**src/rtl/post_normal.sv**
```systemverilog
// Post-normalization stage of the binary32 adder: effective add/subtract of aligned
// operands, one-bit-per-cycle normalization, round-to-nearest-even and result packing.
module post_normal (
    input  logic        clk_i,
    input  logic        rst_i,
    input  logic        valid_i,
    output logic        ready_o,
    input  logic        sign_a_i,
    input  logic        sign_b_i,
    input  logic [7:0]  exponent_i,
    input  logic [23:0] mantissa_a_i,
    input  logic [23:0] mantissa_b_i,
    input  logic [2:0]  grs_i,
    output logic        valid_o,
    input  logic        ready_i,
    output logic [31:0] result_o,
    output logic        overflow_o,
    output logic        zero_o
);

    typedef enum logic [2:0] {IDLE, ADD, NORM, ROUND, DONE} state_t;

    state_t      state, state_nx;
    logic        sign_a, sign_b, sign, bypass;
    logic [9:0]  exp;
    logic [23:0] mant_a, mant_b;
    logic [2:0]  grs;
    logic [27:0] sum;

    // effective add/subtract on the 27-bit extended mantissas
    logic [26:0] ext_a, ext_b;
    logic [27:0] add_sum;
    logic        add_sign;

    always_comb begin
        ext_a    = {mant_a, 3'b000};
        ext_b    = {mant_b, grs};
        add_sum  = '0;
        add_sign = sign_a;
        if (sign_a == sign_b) begin
            add_sum = {1'b0, ext_a} + {1'b0, ext_b};
        end else if (ext_a >= ext_b) begin
            add_sum = {1'b0, ext_a - ext_b};
        end else begin
            add_sum  = {1'b0, ext_b - ext_a};
            add_sign = sign_b;
        end
    end

    logic        norm_done;
    logic        rnd_inc;
    logic [24:0] rnd_sum;
    logic [23:0] rnd_mant;
    logic [9:0]  rnd_exp;
    logic [7:0]  rnd_field;
    logic        rnd_ovf;

    always_comb begin
        norm_done = sum[26] || (exp == 10'd1);
        rnd_inc   = sum[2] && (sum[1] || sum[0] || sum[3]);
        rnd_sum   = {1'b0, sum[26:3]} + {24'd0, rnd_inc};
        rnd_mant  = rnd_sum[24] ? rnd_sum[24:1] : rnd_sum[23:0];
        rnd_exp   = rnd_sum[24] ? exp + 10'd1 : exp;
        // a clear hidden bit after rounding means the value stayed denormal
        rnd_field = rnd_mant[23] ? rnd_exp[7:0] : 8'd0;
        rnd_ovf   = rnd_exp >= 10'd255;
    end

    always_comb begin
        state_nx = state;
        case (state)
            IDLE:  if (valid_i) state_nx = ADD;
            ADD:   state_nx = (add_sum == '0 || bypass) ? DONE : NORM;
            NORM:  if (norm_done) state_nx = ROUND;
            ROUND: state_nx = DONE;
            DONE:  if (ready_i) state_nx = IDLE;
            default: state_nx = IDLE;
        endcase
    end

    assign ready_o = (state == IDLE) && !rst_i;
    assign valid_o = (state == DONE);

    always_ff @(posedge clk_i) begin
        if (rst_i) begin
            state      <= IDLE;
            sign_a     <= 1'b0;
            sign_b     <= 1'b0;
            sign       <= 1'b0;
            bypass     <= 1'b0;
            exp        <= '0;
            mant_a     <= '0;
            mant_b     <= '0;
            grs        <= '0;
            sum        <= '0;
            result_o   <= '0;
            overflow_o <= 1'b0;
            zero_o     <= 1'b0;
        end else begin
            state <= state_nx;
            case (state)
                IDLE: if (valid_i) begin
                    sign_a <= sign_a_i;
                    sign_b <= sign_b_i;
                    mant_a <= mantissa_a_i;
                    mant_b <= mantissa_b_i;
                    grs    <= grs_i;
                    bypass <= (exponent_i == 8'hFF);
                    exp    <= (exponent_i == 8'd0) ? 10'd1 : {2'b00, exponent_i};
                end
                ADD: begin
                    sign <= add_sign;
                    if (add_sum == '0) begin
                        result_o <= '0;
                        zero_o   <= 1'b1;
                    end else if (bypass) begin
                        result_o <= {sign_a, 8'hFF, mant_a[22:0]};
                    end else if (add_sum[27]) begin
                        // carry out: shift right keeping the dropped bit as sticky
                        sum <= {1'b0, add_sum[27:2], add_sum[1] | add_sum[0]};
                        exp <= exp + 10'd1;
                    end else begin
                        sum <= add_sum;
                    end
                end
                NORM: if (!norm_done) begin
                    sum <= {sum[26:0], 1'b0};
                    exp <= exp - 10'd1;
                end
                ROUND: begin
                    if (rnd_ovf) begin
                        result_o   <= {sign, 8'hFF, 23'd0};
                        overflow_o <= 1'b1;
                    end else begin
                        result_o <= {sign, rnd_field, rnd_mant[22:0]};
                    end
                end
                DONE: if (ready_i) begin
                    overflow_o <= 1'b0;
                    zero_o     <= 1'b0;
                end
                default: ;
            endcase
        end
    end

endmodule

```
**config.mk**
```make
export PLATFORM = sky130hd
export DESIGN_NAME = post_normal
export DESIGN_NICKNAME = d
export VERILOG_FILES = /design/src/rtl/post_normal.sv
export SDC_FILE = /design/constraint.sdc
export NUM_CORES = 1
export LEC_CHECK = 0
export BUFFER_PORTS_ARGS = -buffer_cell sky130_fd_sc_hd__buf_2
export CORE_UTILIZATION = 66
export DETAILED_ROUTE_END_ITERATION = 6
export GPL_ROUTABILITY_DRIVEN = 0
export MAX_ROUTING_LAYER = met4
export PLACE_DENSITY_LB_ADDON = 0.08
export SYNTH_ARGS = -nofsm -noshare
export SYNTH_HDL_FRONTEND = slang
export SYNTH_SLANG_ARGS = --single-unit
export TNS_END_PERCENT = 100
```
**constraint.sdc**
```tcl
create_clock -name clk_i -period 9.35 [get_ports clk_i]
set_input_delay 0.935 -clock clk_i [delete_from_list [all_inputs] [get_ports clk_i]]
set_output_delay 0.935 -clock clk_i [all_outputs]
set_load 0.01 [all_outputs]
```
==> key figures <==
Drt
  • Vias: 12880
  • Detail-routed via count per cell: roughly 7.2
  • Post-DRT Antenna Nets: 0
  • Length of routed wiring on met1: approximately 15000 um
  • Sum of routed wire length over all layers: around 40000 um
  • Initial DRC Count: between 2000 and 3000
  • Detailed-route wire length per cell: ~22 um
  • Met3 WL: between 5000 and 6000 um
  • Highest signal layer in the routed design: met4
  • DRC Markers: 0
  • Met2 routed wirelength: ~17000 um
  • Count of TritonRoute iterations in the first routing pass: 7

Power and ir drop
  • Internal Dissipation: 1390 uW
  • Worst IR drop on VDD: between 150 and 200 uV
  • Switching share of power: 0.4377
  • Lkg Pwr: between 0.004 and 0.005 uW
  • Combinational Power Share: 0.423
  • Net Switching: 1082 uW
  • Power per Cell Area: between 200 and 250 nW/um^2
  • Reg power frac: 0.282
  • Clock Power Share: 0.296

STA
  • Tightest slew margin relative to the limit: 0.1980
  • Setup clock skew after layout: about 0.013 ns
  • Least-Margin Pin Slew: between 1 and 1.5 ns
  • Highest achievable clock rate: around 150 MHz
  • Final hold violations: 0
  • Setup_tns: 0 ns
  • Share of the cycle needed by the critical path after routing: 0.7021
  • Count of pins over their slew limit: 0
  • Unrepaired setup endpoints after global routing: false
  • Final critical path time including I/O delays and setup: approximately 6.6 ns
  • Final setup vio count: 0
  • Final WS setup: 2.785 ns

Clock network
  • Cell chosen for the clock root: sky130_fd_sc_hd__clkbuf_16
  • Max H-tree Level: 4
  • Post-cts repair resize count: 0
  • Deepest clock path buffer count: 2
  • Clock insertion delay at the later pin of the skew report: between 0.4 and 0.5 ns
  • Hold_buf cts: 0
  • Number of buffers created by CTS: 17
  • Post-CTS repair timing setup buffer count: 0
  • CTS clock-pin slew for the worst setup and hold paths: about 0.070 ns
  • Clock sink count: between 100 and 150
  • CTS tree: yes

Yosys
  • EDFF count, synth: 0
  • Syn_area_per_cell: between 7 and 8 um^2
  • Most numerous cell in the Yosys netlist: sky130_fd_sc_hd__nand2_1
  • Synthesized Nets: between 1500 and 2000
  • Count of yosys warnings during synthesis: 0
  • Synth Flop Type: sky130_fd_sc_hd__dfxtp_1
  • Largest cells by area after synthesis: sky130_fd_sc_hd__dfxtp_1, sky130_fd_sc_hd__ha_1, sky130_fd_sc_hd__a21oi_1, sky130_fd_sc_hd__nand2_1, sky130_fd_sc_hd__nor2_1
  • Fraction of registers with async set/reset: 0
  • Count of distinct cell types in the synthesized netlist: 83
  • Yosys top cell area share: 0.2324
  • Leading area contributor after synthesis: sky130_fd_sc_hd__dfxtp_1
  • Mapped cell area: about 11000 um^2
  • Cell count after synthesis: 1545
  • Share of synthesized area occupied by flip-flops and latches: 0.2324
  • Most used standard cells in the synthesized netlist: sky130_fd_sc_hd__nand2_1, sky130_fd_sc_hd__a21oi_1, sky130_fd_sc_hd__dfxtp_1
  • Post-synthesis register bit count: ~130

Floorplan
  • Num ports: 101
  • X dimension of the die: between 100 and 150 um
  • CORE AREA: about 17000 um^2
  • Floorplan die height: roughly 130 um
  • Effective utilization at floorplan: 0.6725
  • Number of placement rows: between 40 and 50
  • Total die area: about 17000 um^2

Placement
  • Placed wire-length estimate: roughly 28000 um
  • IO Port Bufs: 100
  • Setup slack at placement: ~3.1 ns

Status
  • Run status: complete, no violations

Setup path
  • Beginning of the critical path: mant_a[13]
  • Type of destination of the critical path: flip-flop
  • Critical-path maximum fanout: 33
  • Number of cells on the worst reg-to-reg path: 15
  • Worst setup path class: flip-flop to flip-flop
  • Critical path required time: ~9.6 ns
  • Reg-to-reg startpoint: mant_a[13]
  • Data arrival time of the worst path: 6.81 ns
  • Setup slack on the worst flop-to-flop path: between 2 and 3 ns
  • End of the worst register-to-register path: result_o[21]
  • Startpoint type of the worst setup path: flip-flop

Run
  • Max-capacitance violation count: 0

Global route
  • Pin count of the biggest net entering global routing: between 90 and 100
  • Total track usage: 0.4654
  • GRT overflow: 0
  • Global-route wire length before repair: between 60000 and 70000 um
  • Number of antenna violations at the first check in global routing: 0
  • Vias in the first global route: 11180

Finish
  • Nets@finish: 1708
  • Fin util: 0.7367
  • Number of diodes: 0
  • Area growth from synthesis to layout: 9.548%
  • Layout cells sized above 1: 0.1116

Hold path
  • Hold path start: mant_b[0]
  • Hold Path Class: flip-flop to flip-flop
  • Worst hold path depth: 2
  • Hold-critical path endpoint: mant_b[0]
## worst max path at each step
| stage | to | slack (ns) |
|---|---|---|
| 2_1_floorplan | result_o[3] | 4.69 |
| 3_3_place_gp | result_o[25] | 3.20 |
| 3_5_place_dp | result_o[4] | 3.12 |
| 4_1_cts | result_o[4] | 3.13 |
| 5_1_grt | result_o[17] | 2.54 |
| 6_report | result_o[21] | 2.79 |
## cell usage in the layout, fill, tap and decap left out, drive strengths merged, types with 10 or more instances in the layout
| master | instances |
|---|---|
| nand4 | 29 |
| xnor2 | 28 |
| nor3 | 37 |
| nand2 | 212 |
| xor2 | 22 |
| a31oi | 22 |
| nand2b | 10 |
| clkbuf | 18 |
| buf | 115 |
| nor4 | 19 |
| nand3 | 35 |
| a211oi | 48 |
| o221ai | 10 |
| and3 | 27 |
| nor2 | 112 |
| a221oi | 10 |
| a21o | 14 |
| inv | 83 |
| o21bai | 18 |
| a31o | 11 |
| o21a | 17 |
| dfxtp | 129 |
| mux2i | 12 |
| a32oi | 15 |
| o211ai | 11 |
| a21oi | 195 |
| o31ai | 19 |
| ha | 77 |
| o21ai | 64 |
## worst max-delay path: stages (launching register included)
cell and delay, ns:
sky130_fd_sc_hd__dfxtp_1 0.49, sky130_fd_sc_hd__inv_1 0.08, sky130_fd_sc_hd__ha_1 0.64, sky130_fd_sc_hd__nand4_1 0.32
sky130_fd_sc_hd__nor4_1 0.54, sky130_fd_sc_hd__a221o_1 0.28, sky130_fd_sc_hd__or3_1 0.57, sky130_fd_sc_hd__nor3_1 0.16
sky130_fd_sc_hd__a221o_1 0.43, sky130_fd_sc_hd__or4_1 0.55, sky130_fd_sc_hd__nor4_1 0.33, sky130_fd_sc_hd__nand4_1 0.17
sky130_fd_sc_hd__o31ai_2 0.31, sky130_fd_sc_hd__buf_4 0.34, sky130_fd_sc_hd__and2_1 0.98, sky130_fd_sc_hd__a211oi_1 0.19
## sequential cells by signal, summed over array words and instances (netlist names)
register / flops
sign: 1
sign_a: 1
sum: 27
mant_b: 24
mant_a: 24
bypass: 1
exp: 10
state: 3
zero_o: 1
grs: 3
sign_b: 1
overflow_o: 1
result_o: 32
## metrics by stage
step                total power [uW]  cells  instance area, um^2  hold WS (ns)
global placement                1668   1765                11550        0.4574
CTS                             2410   1797                12170        0.4778
finish                          2472   1797                12170        0.4770
global route                    2561   1797                12170        0.4923
detailed placement              1683   1765                11550        0.4663
floorplan                       1398   1545                11110        0.4453
## logic make-up after synthesis
logic type      after synthesis  synth area share
xor+xnor                     50           0.03941
mux                          12           0.01081
simple gates                535            0.2280
buf+inv                     192           0.07014
flops                       129            0.2324
compound gates              548            0.3290
fa+ha+maj                    79           0.09029
## power by group through the flow
stage | Combinational [uW] | Sequential (uW) | Clock, uW
3_3_place_gp | 969 | 699 | 0
5_1_grt | 1100 | 701 | 755
4_1_cts | 991 | 690 | 728
2_1_floorplan | 735 | 663 | 0
6_report | 1050 | 696 | 731
3_5_place_dp | 982 | 702 | 0
## layer usage
layer | up-vias | GRT usage
met4 | 0 | 0.2726
met5 | - | -
met1 | 5767 | 0.5761
met2 | 1088 | 0.6699
li1 | 5739 | -
met3 | 282 | 0.1361
## area by class of cell
cell class                      instances  area, um^2
Clock buffer                           18       439.2
Clock inverter                         14       188.9
Fill cell                            1358        4350
Inverter                               77       289.0
Multi-Input combinational cell       1224        7784
Sequential cell                       129        2582
Tap cell                              220       275.3
Timing Repair Buffer                  115       615.6
(Power assumes the default switching activity.)
